### config.mk
export PLATFORM = sky130hd
export DESIGN_NAME = victim_cache_n_flat
export DESIGN_NICKNAME = d
export VERILOG_FILES = /design/src/rtl/lc3b_types.sv /design/src/rtl/victim_cache_n_if.sv /design/src/rtl/victim_lru_n.sv /design/src/rtl/victim_cache_n.sv /design/src/flat_wrapper.sv
export SDC_FILE = /design/constraint.sdc
export NUM_CORES = 2
export LEC_CHECK = 0
export ABC_AREA = 1
export CAP_MARGIN = 15
export CORE_ASPECT_RATIO = 0.5
export CORE_MARGIN = 5
export CORE_UTILIZATION = 36
export DETAILED_ROUTE_END_ITERATION = 8
export GPL_TIMING_DRIVEN = 0
export MAX_ROUTING_LAYER = met4
export PLACE_DENSITY = 0.66
export SLEW_MARGIN = 0
export SYNTH_ARGS = -nofsm -noshare
export SYNTH_HDL_FRONTEND = slang
export SYNTH_SLANG_ARGS = --single-unit
### constraint.sdc
create_clock -name clk -period 20.1 [get_ports clk]
set_input_delay 4.02 -clock clk [delete_from_list [all_inputs] [get_ports clk]]
set_output_delay 4.02 -clock clk [all_outputs]
set_load 0.03 [all_outputs]
### src/rtl/lc3b_types.sv
// Shared types and default sizing for the victim cache: controller state encoding and parameter defaults.
package lc3b_types;

  typedef enum logic [2:0] {
    S_IDLE      = 3'd0,
    S_LOOKUP    = 3'd1,
    S_WRITEBACK = 3'd2,
    S_FILL      = 3'd3,
    S_RESP      = 3'd4
  } vc_state_e;

  localparam int VC_NUM_ENTRIES = 4;
  localparam int VC_LINE_WIDTH  = 128;
  localparam int VC_ADDR_WIDTH  = 16;
  localparam int VC_OFFSET_BITS = 4;

endpackage

### src/rtl/victim_cache_n_if.sv
// L1-side and physical-memory-side signals of the victim cache. The cache uses the slave modport,
// the surrounding L1 / memory environment uses the master modport.
interface victim_cache_n_if #(
  parameter int LINE_WIDTH = 128,
  parameter int ADDR_WIDTH = 16
);
  logic                  l1_read;
  logic [ADDR_WIDTH-1:0] l1_address;
  logic                  l1_evict_valid;
  logic [ADDR_WIDTH-1:0] l1_evict_address;
  logic [LINE_WIDTH-1:0] l1_evict_data;
  logic                  l1_evict_dirty;
  logic [LINE_WIDTH-1:0] l1_rdata;
  logic                  l1_resp;
  logic                  l1_hit;
  logic                  pmem_read;
  logic                  pmem_write;
  logic [ADDR_WIDTH-1:0] pmem_address;
  logic [LINE_WIDTH-1:0] pmem_wdata;
  logic [LINE_WIDTH-1:0] pmem_rdata;
  logic                  pmem_resp;

  modport slave (
    input  l1_read, l1_address, l1_evict_valid, l1_evict_address, l1_evict_data, l1_evict_dirty,
    input  pmem_rdata, pmem_resp,
    output l1_rdata, l1_resp, l1_hit, pmem_read, pmem_write, pmem_address, pmem_wdata
  );

  modport master (
    output l1_read, l1_address, l1_evict_valid, l1_evict_address, l1_evict_data, l1_evict_dirty,
    output pmem_rdata, pmem_resp,
    input  l1_rdata, l1_resp, l1_hit, pmem_read, pmem_write, pmem_address, pmem_wdata
  );
endinterface

### src/rtl/victim_lru_n.sv
// True-LRU tracker: keeps an ordered list of entry indices, slot 0 = least recently used.
module victim_lru_n #(
  parameter int NUM_ENTRIES = 4
) (
  input  logic                           clk,
  input  logic                           rst,
  input  logic                           touch_i,
  input  logic [$clog2(NUM_ENTRIES)-1:0] touch_idx_i,
  output logic [$clog2(NUM_ENTRIES)-1:0] lru_idx_o
);
  localparam int IDX_W = $clog2(NUM_ENTRIES);

  logic [IDX_W-1:0] order_q [NUM_ENTRIES];
  logic [IDX_W-1:0] order_d [NUM_ENTRIES];
  logic             found_s;

  // Remove the touched index from the list, close the gap, append it as MRU
  always_comb begin
    order_d = order_q;
    found_s = 1'b0;
    if (touch_i) begin
      for (int k = 0; k < NUM_ENTRIES - 1; k++) begin
        found_s    = found_s | (order_q[k] == touch_idx_i);
        order_d[k] = found_s ? order_q[k+1] : order_q[k];
      end
      order_d[NUM_ENTRIES-1] = touch_idx_i;
    end else begin
      order_d = order_q;
    end
  end

  // Order register, reset to identity (index 0 least recent)
  always_ff @(posedge clk) begin
    if (rst) begin
      for (int k = 0; k < NUM_ENTRIES; k++) order_q[k] <= IDX_W'(k);
    end else begin
      order_q <= order_d;
    end
  end

  assign lru_idx_o = order_q[0];

endmodule

### src/rtl/victim_cache_n.sv
// Fully-associative victim cache between L1 and physical memory.
// Optional feature macro VICTIM_STATS_EN adds saturating hit_count / miss_count outputs.
module victim_cache_n
  import lc3b_types::*;
#(
  parameter int NUM_ENTRIES = VC_NUM_ENTRIES,
  parameter int LINE_WIDTH  = VC_LINE_WIDTH,
  parameter int ADDR_WIDTH  = VC_ADDR_WIDTH,
  parameter int OFFSET_BITS = VC_OFFSET_BITS
) (
  input logic clk,
  input logic rst,
  victim_cache_n_if.slave bus
`ifdef VICTIM_STATS_EN
  ,
  output logic [15:0] hit_count,
  output logic [15:0] miss_count
`endif
);
  localparam int TAG_WIDTH = ADDR_WIDTH - OFFSET_BITS;
  localparam int IDX_W     = $clog2(NUM_ENTRIES);

  typedef logic [TAG_WIDTH-1:0]  tag_t;
  typedef logic [LINE_WIDTH-1:0] line_t;
  typedef logic [IDX_W-1:0]      idx_t;

  vc_state_e state_q, state_d;
  tag_t      req_tag_q, ev_tag_q;
  line_t     ev_data_q;
  logic      ev_valid_q, ev_dirty_q;
  logic [NUM_ENTRIES-1:0] valid_q, dirty_q;
  tag_t      tag_q  [NUM_ENTRIES];
  line_t     data_q [NUM_ENTRIES];
  idx_t      slot_q, inst_q;
  line_t     rdata_q, pwdata_q, pwdata_d;
  logic      resp_q, hit_q, pread_q, pwrite_q;
  logic [ADDR_WIDTH-1:0] paddr_q, paddr_d;

  logic [NUM_ENTRIES-1:0] hit_vec_s, ev_vec_s, inv_vec_s;
  logic hit_s, ev_match_s, touch_s, install_s;
  idx_t lru_idx_s, sel_idx_s, inst_idx_s, wb_idx_s, touch_idx_s, install_idx_s;

  function automatic idx_t first_set(input logic [NUM_ENTRIES-1:0] v);
    first_set = '0;
    for (int i = NUM_ENTRIES - 1; i >= 0; i--) if (v[i]) first_set = idx_t'(i);
  endfunction

  victim_lru_n #(.NUM_ENTRIES(NUM_ENTRIES)) u_lru (
    .clk(clk), .rst(rst), .touch_i(touch_s), .touch_idx_i(touch_idx_s), .lru_idx_o(lru_idx_s)
  );

  // Parallel tag match for the request and the incoming victim, plus free-slot search
  always_comb begin
    hit_vec_s = '0;
    ev_vec_s  = '0;
    inv_vec_s = '0;
    for (int i = 0; i < NUM_ENTRIES; i++) begin
      hit_vec_s[i] = valid_q[i] & (tag_q[i] == req_tag_q);
      ev_vec_s[i]  = valid_q[i] & (tag_q[i] == ev_tag_q);
      inv_vec_s[i] = ~valid_q[i];
    end
    hit_s      = |hit_vec_s;
    ev_match_s = |ev_vec_s;
    sel_idx_s  = (|inv_vec_s) ? first_set(inv_vec_s) : lru_idx_s;
    inst_idx_s = ev_match_s ? first_set(ev_vec_s) : (hit_s ? first_set(hit_vec_s) : sel_idx_s);
    wb_idx_s   = (state_q == S_LOOKUP) ? sel_idx_s : slot_q;
  end

  // Next state, LRU touch and victim install decisions
  always_comb begin
    state_d       = state_q;
    touch_s       = 1'b0;
    touch_idx_s   = '0;
    install_s     = 1'b0;
    install_idx_s = inst_q;
    case (state_q)
      S_IDLE: begin
        if (bus.l1_read) state_d = S_LOOKUP;
        else             state_d = S_IDLE;
      end
      S_LOOKUP: begin
        install_idx_s = inst_idx_s;
        if (hit_s) begin
          state_d     = S_RESP;
          touch_s     = 1'b1;
          touch_idx_s = first_set(hit_vec_s);
          install_s   = ev_valid_q;
        end else if (ev_valid_q && valid_q[sel_idx_s] && dirty_q[sel_idx_s]) begin
          state_d = S_WRITEBACK;
        end else begin
          state_d = S_FILL;
        end
      end
      S_WRITEBACK: begin
        if (bus.pmem_resp) state_d = S_FILL;
        else               state_d = S_WRITEBACK;
      end
      S_FILL: begin
        if (bus.pmem_resp) begin
          state_d     = S_RESP;
          touch_s     = ev_valid_q;
          touch_idx_s = inst_q;
          install_s   = ev_valid_q;
        end else begin
          state_d = S_FILL;
        end
      end
      S_RESP:  state_d = S_IDLE;
      default: state_d = S_IDLE;
    endcase
  end

  // Memory-side address/data for the cycle the FSM is about to enter
  always_comb begin
    paddr_d  = '0;
    pwdata_d = '0;
    case (state_d)
      S_WRITEBACK: begin
        paddr_d  = {tag_q[wb_idx_s], {OFFSET_BITS{1'b0}}};
        pwdata_d = data_q[wb_idx_s];
      end
      S_FILL:  paddr_d = {req_tag_q, {OFFSET_BITS{1'b0}}};
      default: paddr_d = '0;
    endcase
  end

  // Controller state, entry storage and registered outputs
  always_ff @(posedge clk) begin
    if (rst) begin
      state_q    <= S_IDLE;
      valid_q    <= '0;
      dirty_q    <= '0;
      req_tag_q  <= '0;
      ev_tag_q   <= '0;
      ev_data_q  <= '0;
      ev_valid_q <= 1'b0;
      ev_dirty_q <= 1'b0;
      slot_q     <= '0;
      inst_q     <= '0;
      rdata_q    <= '0;
      resp_q     <= 1'b0;
      hit_q      <= 1'b0;
      pread_q    <= 1'b0;
      pwrite_q   <= 1'b0;
      paddr_q    <= '0;
      pwdata_q   <= '0;
    end else begin
      state_q  <= state_d;
      resp_q   <= (state_d == S_RESP);
      pread_q  <= (state_d == S_FILL);
      pwrite_q <= (state_d == S_WRITEBACK);
      paddr_q  <= paddr_d;
      pwdata_q <= pwdata_d;
      if (state_q == S_IDLE && bus.l1_read) begin
        req_tag_q  <= bus.l1_address[ADDR_WIDTH-1:OFFSET_BITS];
        ev_valid_q <= bus.l1_evict_valid;
        ev_tag_q   <= bus.l1_evict_address[ADDR_WIDTH-1:OFFSET_BITS];
        ev_data_q  <= bus.l1_evict_data;
        ev_dirty_q <= bus.l1_evict_dirty;
      end
      if (state_q == S_LOOKUP) begin
        slot_q <= sel_idx_s;
        inst_q <= inst_idx_s;
        hit_q  <= hit_s;
        if (hit_s) rdata_q <= data_q[first_set(hit_vec_s)];
      end
      if (state_q == S_FILL && bus.pmem_resp) rdata_q <= bus.pmem_rdata;
      if (install_s) begin
        valid_q[install_idx_s] <= 1'b1;
        dirty_q[install_idx_s] <= ev_dirty_q;
        tag_q[install_idx_s]   <= ev_tag_q;
        data_q[install_idx_s]  <= ev_data_q;
      end
    end
  end

  assign bus.l1_rdata     = rdata_q;
  assign bus.l1_resp      = resp_q;
  assign bus.l1_hit       = hit_q;
  assign bus.pmem_read    = pread_q;
  assign bus.pmem_write   = pwrite_q;
  assign bus.pmem_address = paddr_q;
  assign bus.pmem_wdata   = pwdata_q;

`ifdef VICTIM_STATS_EN
  logic [15:0] hit_cnt_q, miss_cnt_q;

  // Saturating lookup statistics
  always_ff @(posedge clk) begin
    if (rst) begin
      hit_cnt_q  <= 16'h0000;
      miss_cnt_q <= 16'h0000;
    end else if (state_q == S_LOOKUP) begin
      if (hit_s && hit_cnt_q != 16'hFFFF)   hit_cnt_q  <= hit_cnt_q + 16'h0001;
      if (!hit_s && miss_cnt_q != 16'hFFFF) miss_cnt_q <= miss_cnt_q + 16'h0001;
    end
  end

  assign hit_count  = hit_cnt_q;
  assign miss_count = miss_cnt_q;
`endif

endmodule

### src/flat_wrapper.sv
// flat-port wrapper written by rule: the top's interface ports become plain ports
module victim_cache_n_flat import lc3b_types::*;
#(
  parameter int NUM_ENTRIES = VC_NUM_ENTRIES,
  parameter int LINE_WIDTH  = VC_LINE_WIDTH,
  parameter int ADDR_WIDTH  = VC_ADDR_WIDTH,
  parameter int OFFSET_BITS = VC_OFFSET_BITS
)
  (clk, rst, bus_l1_read, bus_l1_address, bus_l1_evict_valid, bus_l1_evict_address, bus_l1_evict_data, bus_l1_evict_dirty, bus_pmem_rdata, bus_pmem_resp, bus_l1_rdata, bus_l1_resp, bus_l1_hit, bus_pmem_read, bus_pmem_write, bus_pmem_address, bus_pmem_wdata);
  victim_cache_n_if #(.LINE_WIDTH(LINE_WIDTH), .ADDR_WIDTH(ADDR_WIDTH)) bus_i ();
  input logic clk;
  input logic rst;
  input wire logic [$bits(bus_i.l1_read)-1:0] bus_l1_read;
  input wire logic [$bits(bus_i.l1_address)-1:0] bus_l1_address;
  input wire logic [$bits(bus_i.l1_evict_valid)-1:0] bus_l1_evict_valid;
  input wire logic [$bits(bus_i.l1_evict_address)-1:0] bus_l1_evict_address;
  input wire logic [$bits(bus_i.l1_evict_data)-1:0] bus_l1_evict_data;
  input wire logic [$bits(bus_i.l1_evict_dirty)-1:0] bus_l1_evict_dirty;
  input wire logic [$bits(bus_i.pmem_rdata)-1:0] bus_pmem_rdata;
  input wire logic [$bits(bus_i.pmem_resp)-1:0] bus_pmem_resp;
  output wire logic [$bits(bus_i.l1_rdata)-1:0] bus_l1_rdata;
  output wire logic [$bits(bus_i.l1_resp)-1:0] bus_l1_resp;
  output wire logic [$bits(bus_i.l1_hit)-1:0] bus_l1_hit;
  output wire logic [$bits(bus_i.pmem_read)-1:0] bus_pmem_read;
  output wire logic [$bits(bus_i.pmem_write)-1:0] bus_pmem_write;
  output wire logic [$bits(bus_i.pmem_address)-1:0] bus_pmem_address;
  output wire logic [$bits(bus_i.pmem_wdata)-1:0] bus_pmem_wdata;
  assign bus_i.l1_read = bus_l1_read;
  assign bus_i.l1_address = bus_l1_address;
  assign bus_i.l1_evict_valid = bus_l1_evict_valid;
  assign bus_i.l1_evict_address = bus_l1_evict_address;
  assign bus_i.l1_evict_data = bus_l1_evict_data;
  assign bus_i.l1_evict_dirty = bus_l1_evict_dirty;
  assign bus_i.pmem_rdata = bus_pmem_rdata;
  assign bus_i.pmem_resp = bus_pmem_resp;
  assign bus_l1_rdata = bus_i.l1_rdata;
  assign bus_l1_resp = bus_i.l1_resp;
  assign bus_l1_hit = bus_i.l1_hit;
  assign bus_pmem_read = bus_i.pmem_read;
  assign bus_pmem_write = bus_i.pmem_write;
  assign bus_pmem_address = bus_i.pmem_address;
  assign bus_pmem_wdata = bus_i.pmem_wdata;
  victim_cache_n #(.NUM_ENTRIES(NUM_ENTRIES), .LINE_WIDTH(LINE_WIDTH), .ADDR_WIDTH(ADDR_WIDTH), .OFFSET_BITS(OFFSET_BITS)) u_core (.clk(clk), .rst(rst), .bus(bus_i));
endmodule
Word level (Yosys, flattened, before mapping)
Memories as Yosys holds them, arrays and structs flattened. A register that Yosys moved wholly into a read port is not among the register bits.
Cells that the tools add are included.
{"block": "word_totals", "reg_bits": 325, "out_inout_bits": 276, "ramBits": 560, "in_bits": 294, "n_memories": 2}
{"memory": "u_core.data_q", "depth": 4, "word_bits": 128, "rd": 2, "rd_clocked_by_memory_dff": 1, "write_ports": 1, "line": "victim_cache_n.sv:33", "source": "line_t data_q [NUM_ENTRIES];"}
{"memory": "u_core.tag_q", "depth": 4, "word_bits": 12, "rd": 5, "rd_clocked_by_memory_dff": 0, "write_ports": 1, "line": "victim_cache_n.sv:32", "source": "tag_t tag_q [NUM_ENTRIES];"}
{"block": "classes", "bitwise": 16, "n_reduce_logical": 16, "n_eq_ne": 17, "mux": 48, "magnitude_cmp": 3}
{"cell": "$mux 128", "n": 3}
{"cell": "$eq 12x12->1", "n": 8}
{"cell": "$mux 2", "n": 22}
{"cell": "$pmux 16 s2", "n": 1}
{"cell": "$eq 3x2->1 const B", "n": 4}
{"cell": "$mux 1", "n": 12}
{"cell": "$pmux 3 s4", "n": 1}
{"cell": "$reduce_or 4->1", "n": 3}
{"cell": "$and 1x1->1", "n": 8}
{"cell": "$reduce_and 2->1", "n": 4}
{"cell": "$eq 2x2->1", "n": 3}
{"cell": "$lt 2x3->1 const B", "n": 2}
{"cell": "$mux 3", "n": 2}
{"cell": "$logic_and 1x1->1", "n": 5}
{"cell": "$not 1->1", "n": 5}
{"cell": "$bmux 1 s2", "n": 2}
{"cell": "$bwmux 4", "n": 1}
{"cell": "$or 4x4->4", "n": 1}
{"cell": "$pmux 1 s2", "n": 2}
{"cell": "$pmux 2 s2", "n": 1}
{"cell": "$reduce_bool 2->1", "n": 2}
{"cell": "$eq 3x1->1 const B", "n": 1}
{"cell": "$eq 3x3->1 const B", "n": 1}
{"cell": "$logic_not 3->1", "n": 1}
{"cell": "4 further kinds", "n": 5}

Logic depth before layout (Yosys ltp)
{"block": "depth", "depth_word": 15, "mapped_depth": 21}

Hierarchy
From an unflattened synthesis, not the netlist that was laid out.
{"block": "unflattened", "cells_unflattened": 4817, "area_unflattened_um2": 43077.6}
{"mod": "victim_cache_n", "area_per_inst_um2": 42625.9, "instances": 1, "cells_each": 4745}
{"mod": "victim_lru_n", "area_per_inst_um2": 451.7, "instances": 1, "cells_each": 72}

Worst setup path after synthesis
No wires, ideal clock.
{"block": "synth_path", "path_type": "input to register", "startpoint": "input bus_pmem_resp", "endpoint": "memory u_core.data_q[2][0] (netlist name) (enable)", "setup_time_ns": 0.813, "path_stages": 8, "required_time_ns": 19.287, "arrival_time_ns": 14.312, "n_path_buf": 0, "slack_ns": 4.975, "cell_sequence": "inv_1 -> nor2_1 -> inv_1 -> nand2_1 -> inv_1 -> nor2_1 -> nand2_1 -> nor3_1"}
{"block": "synth_between", "elab_chain_cells": 5}
{"item": "start: declaration", "line": "flat_wrapper.sv:20", "source": "input wire logic [$bits(bus_i.pmem_resp)-1:0] bus_pmem_resp;"}
{"item": "$mux 1", "line": "victim_cache_n.sv:99", "source": "if (bus.pmem_resp) begin"}
{"item": "$pmux 1 s2", "line": "victim_cache_n.sv:76", "source": "case (state_q)"}
{"item": "$mux 1", "line": "victim_cache_n.sv:168", "source": "if (install_s) begin"}
{"item": "$mux 1", "line": "victim_cache_n.sv:129", "source": "if (rst) begin"}
{"item": "$mux 1 (implied by the code)", "line": "victim_cache_n.sv:172", "source": "data_q[install_idx_s] <= ev_data_q;"}
{"item": "end: declaration", "line": "victim_cache_n.sv:33"}
Every way passes these cells.

Worst setup path in the final report
{"block": "layout_path", "startpoint": "input bus_pmem_resp", "endpoint": "memory u_core.data_q[2][104] (netlist name) (enable)"}
Same word-level chain as after synthesis.

==> flow_summary.yaml <==
run_status:
  outcome: "completed"
critical_path:
  crit_required_ns: 20.49
  crit_path_end_kind: "flop"
  crit_fanout: 10
  cp.arrival_ns: 7.85
  critPathMaxStageDelay_ns: 0.74
  critical_path.top_delay_family: "buffers and inverters"
  cpMaxStageDelayCell: "nor3_2"
  critPathBufInv: 10
  criticalPathCategory: "in -> reg"
  cp-start-kind: "primary input"
  crit_chain: "clkdlybuf4s50_1 > inv_1 > nor2_1 > inv_1 > nand2_1 > inv_1 > nor2_1 > nand2_1 > nor3_2 > buf_8 > buf_6 > buf_6 > buf_6 > buf_8 > buf_8"
timing:
  rsz0062_at_grt: "no"
  finalHoldViolCount: 0
  setup_viol: 0
  fin_ws_ns: 12.64
  worst_slew_pin_slew_ns: 1.299
  max_slew_margin_pct: 13.40
  fmax_ghz: 0.1341
  drv_slew: 0
  finClkSkew_ns: 0.03322
  fin_crit_sh_pct: 37.09
  finalCriticalPeriod_ns: 7.456
placed_design:
  portBuffers: 557
  gp_congestion: 1.001
  place_ws_ns: 11.97
  dp_hpwl_mm: 121.3
  place_inst: 6815
clock_network:
  clk_path_buf_depth: 3
  cts_tree: "done"
  cts_buffers: 94
  post_cts_resized: 0
  clkLatencyLatePin_ns: 0.71
  cts_root_buffer: "clkbuf_16"
  postCtsSetupRepairBufs: 0
  path_clk_slew_ns: 0.06
  cts_hold_buf: 0
  cts_sinks: 1009
  h-tree-depth: 3
global_routing:
  grt_pass1_wl_mm: 240.4
  grt_pass1_vias: 36527
  grt_antenna_before_repair: 10
  grt_max_degree: 78
  gr-total-overflow: 0
  grt_usage_pct: 26.37
drt:
  wl_mm: 167.8
  drtIter0Drc: 4642
  wl_per_cell_um: 23.96
  route.detailed.drc: 0
  ant_nets: 0
  vias_per_cell: 5.454
  num_vias: 38190
  dr.pass1.iters: 6
die:
  fp.coreArea_um2: 117700
  fp.dieW_um: 496.4
  die_y_um: 253.2
  io-pin-count: 570
  row_count: 89
  fp.dieArea_um2: 125700
  start_util_pct: 36.17
cells_and_area:
  fin_cells: 7002
  final_cell_mix: "o21ai_0 (882), a21oi_1 (718), edfxtp_1 (560)"
  layout-drive-gt1-share_pct: 5.929
  final_net_count: 5613
  fillers: 10982
  layout_commonest_cell: "o21ai_0"
  area_delta_synth_final_pct: 26.99
yosys:
  synth_edf_count: 560
  ys_ff_latch: 1009
  synthArstFlopShare_pct: 0
  synthesis.area_um2: 42580
  yosysWarningCount: 0
  synth_seq_area_share_pct: 60.61
  synthCells: 4634
  yosys.area.top_type: "edfxtp_1"
  synth_area_leaders: "edfxtp_1 (39%), dfxtp_1 (21%), o21ai_0 (10%), a21oi_1 (8.4%), nor2_1 (4.4%)"
  synth_top_area_share_pct: 39.50
  synth.distinct_cells: 39
  avgSynthCellArea_um2: 9.188
  ys.flop_type: "edfxtp_1"
pwr:
  p_leak_nw: 20.59
  irDropWorstVdd_mv: 0.07112
  powerDensity_nw_per_um2: 95.30
hold_path:
  worstHoldPathType: "reg -> reg"
job:
  maxCapViolations: 0
-- per-layer routing --
layer / share of wire [%] / vias to the layer above / GRT usage (%)
met4: 5.7 / 0 / 12.99
met1: 40 / 18500 / 33.56
li1: - / 17347 / -
met5: 0 / - / -
met2: 46 / 1921 / 40.94
met3: 7.7 / 422 / 4.459
-- sequential cells by signal, summed over array words and instances (netlist names) --
| name | cells |
|---|---|
| u_core.bus.pmem_wdata | 128 |
| u_core.bus.pmem_write | 1 |
| u_core.ev_data_q | 128 |
| u_core.ev_tag_q | 12 |
| u_core.bus.l1_rdata | 128 |
| u_core.req_tag_q | 12 |
| u_core.u_lru.lru_idx_o | 2 |
| u_core.bus.l1_resp | 1 |
| u_core.u_lru.order_q | 6 |
| u_core.slot_q | 2 |
| u_core.bus.l1_hit | 1 |
| u_core.inst_q | 2 |
| u_core.bus.pmem_read | 1 |
| u_core.ev_valid_q | 1 |
| u_core.tag_q | 48 |
| u_core.dirty_q | 4 |
| u_core.bus.pmem_address | 12 |
| u_core.data_q | 512 |
| u_core.ev_dirty_q | 1 |
| u_core.valid_q | 4 |
| u_core.state_q | 3 |
-- power breakdown --
group	internal, mW	leakage, nW	switching [mW]
Clock	1.11	1.68	0.828
Combinational	0.276	10.1	0.532
Sequential	2.30	8.79	0.103
-- logic make-up (layout without fill, tap and decap cells) --
group,Yosys count,after routing,synth area share [%]
simple gates,1063,1063,9.930
compound gates,1832,1832,22.34
buf+inv,712,1472,6.768
flops,1009,1009,60.61
xor+xnor,17,17,0.3497
other cells,1,17,0.008808
-- worst paths after layout --
check / cells after the start / slack, ns / startpoint / end
min: 2 / 0.47 / u_core.u_lru.order_q[0]$_SDFFE_PP1P_ / u_core.u_lru.order_q[0]$_SDFFE_PP1P_
max: 15 / 12.64 / bus_pmem_resp / u_core.data_q[2][104]$_DFFE_PP_
max reg2reg: 19 / 15.04 / u_core.req_tag_q[1]$_SDFFE_PP0P_ / u_core.data_q[2][104]$_DFFE_PP_
min reg2reg: 2 / 0.47 / u_core.u_lru.order_q[0]$_SDFFE_PP1P_ / u_core.u_lru.order_q[0]$_SDFFE_PP1P_
-- cells in the mapped netlist (2+ instances only) --
library cell and n:
o21ai_0 882, a21oi_1 718, edfxtp_1 560, nor2_1 501, dfxtp_1 449, nand2_1 425, inv_1 367, clkbuf_1 226
o21a_1 129, o21ai_1 94, buf_2 75, nand3_1 70, nand4_1 29, inv_2 19, nor3_1 18, buf_6 12
xnor2_1 11, buf_4 6, xor2_1 6, buf_1 5, nand2_2 5, o22ai_1 4, and2_1 3, or2_2 3
clkbuf_2 2, nand3b_1 2
-- stage by stage --
stage	TNS [ns]	total power, mW	utilization, %	cell area [um2]	hold slack (ns)
2_1_floorplan	0	2.845	-	42590	0.4292
3_3_place_gp	-827.41	3.217	42.61	50160	0.4494
3_5_place_dp	0	3.235	43.02	50640	0.4598
4_1_cts	0	5.155	45.91	54040	0.4700
5_1_grt	0	5.326	45.92	54050	0.4935
6_report	0	5.153	45.94	54070	0.4717
-- worst register-to-register path, stage by stage (launching register included) --
cell	delay, ns
dfxtp_1	0.71
inv_2	0.27
nand2_1	0.18
nand2_1	0.07
nor2_1	0.08
nand2_1	0.06
nor2_1	0.14
nand2_1	0.27
nand2_2	0.37
buf_4	0.35
nand3_1	0.15
nand2_1	0.08
o21ai_1	0.19
nor3_2	0.71
buf_8	0.25
buf_6	0.19
buf_6	0.18
buf_6	0.19
buf_8	0.17
buf_8	0.16
-- area by class of cell --
cell class / count / area [um2] / share of cell area [%]
well taps: 1592 / 1992 / 3.684
plain buffers: 326 / 1435 / 2.654
clock buffers: 130 / 2882 / 5.329
multi-input cells: 2916 / 13910 / 25.73
repair buffers: 586 / 6030 / 11.15
clock inverters: 44 / 516.7 / 0.9557
inverters: 386 / 1464 / 2.707
diodes: 13 / 32.53 / 0.06016
flip-flops and latches: 1009 / 25800 / 47.72
Note: power is estimated with default switching activity, not from simulation.
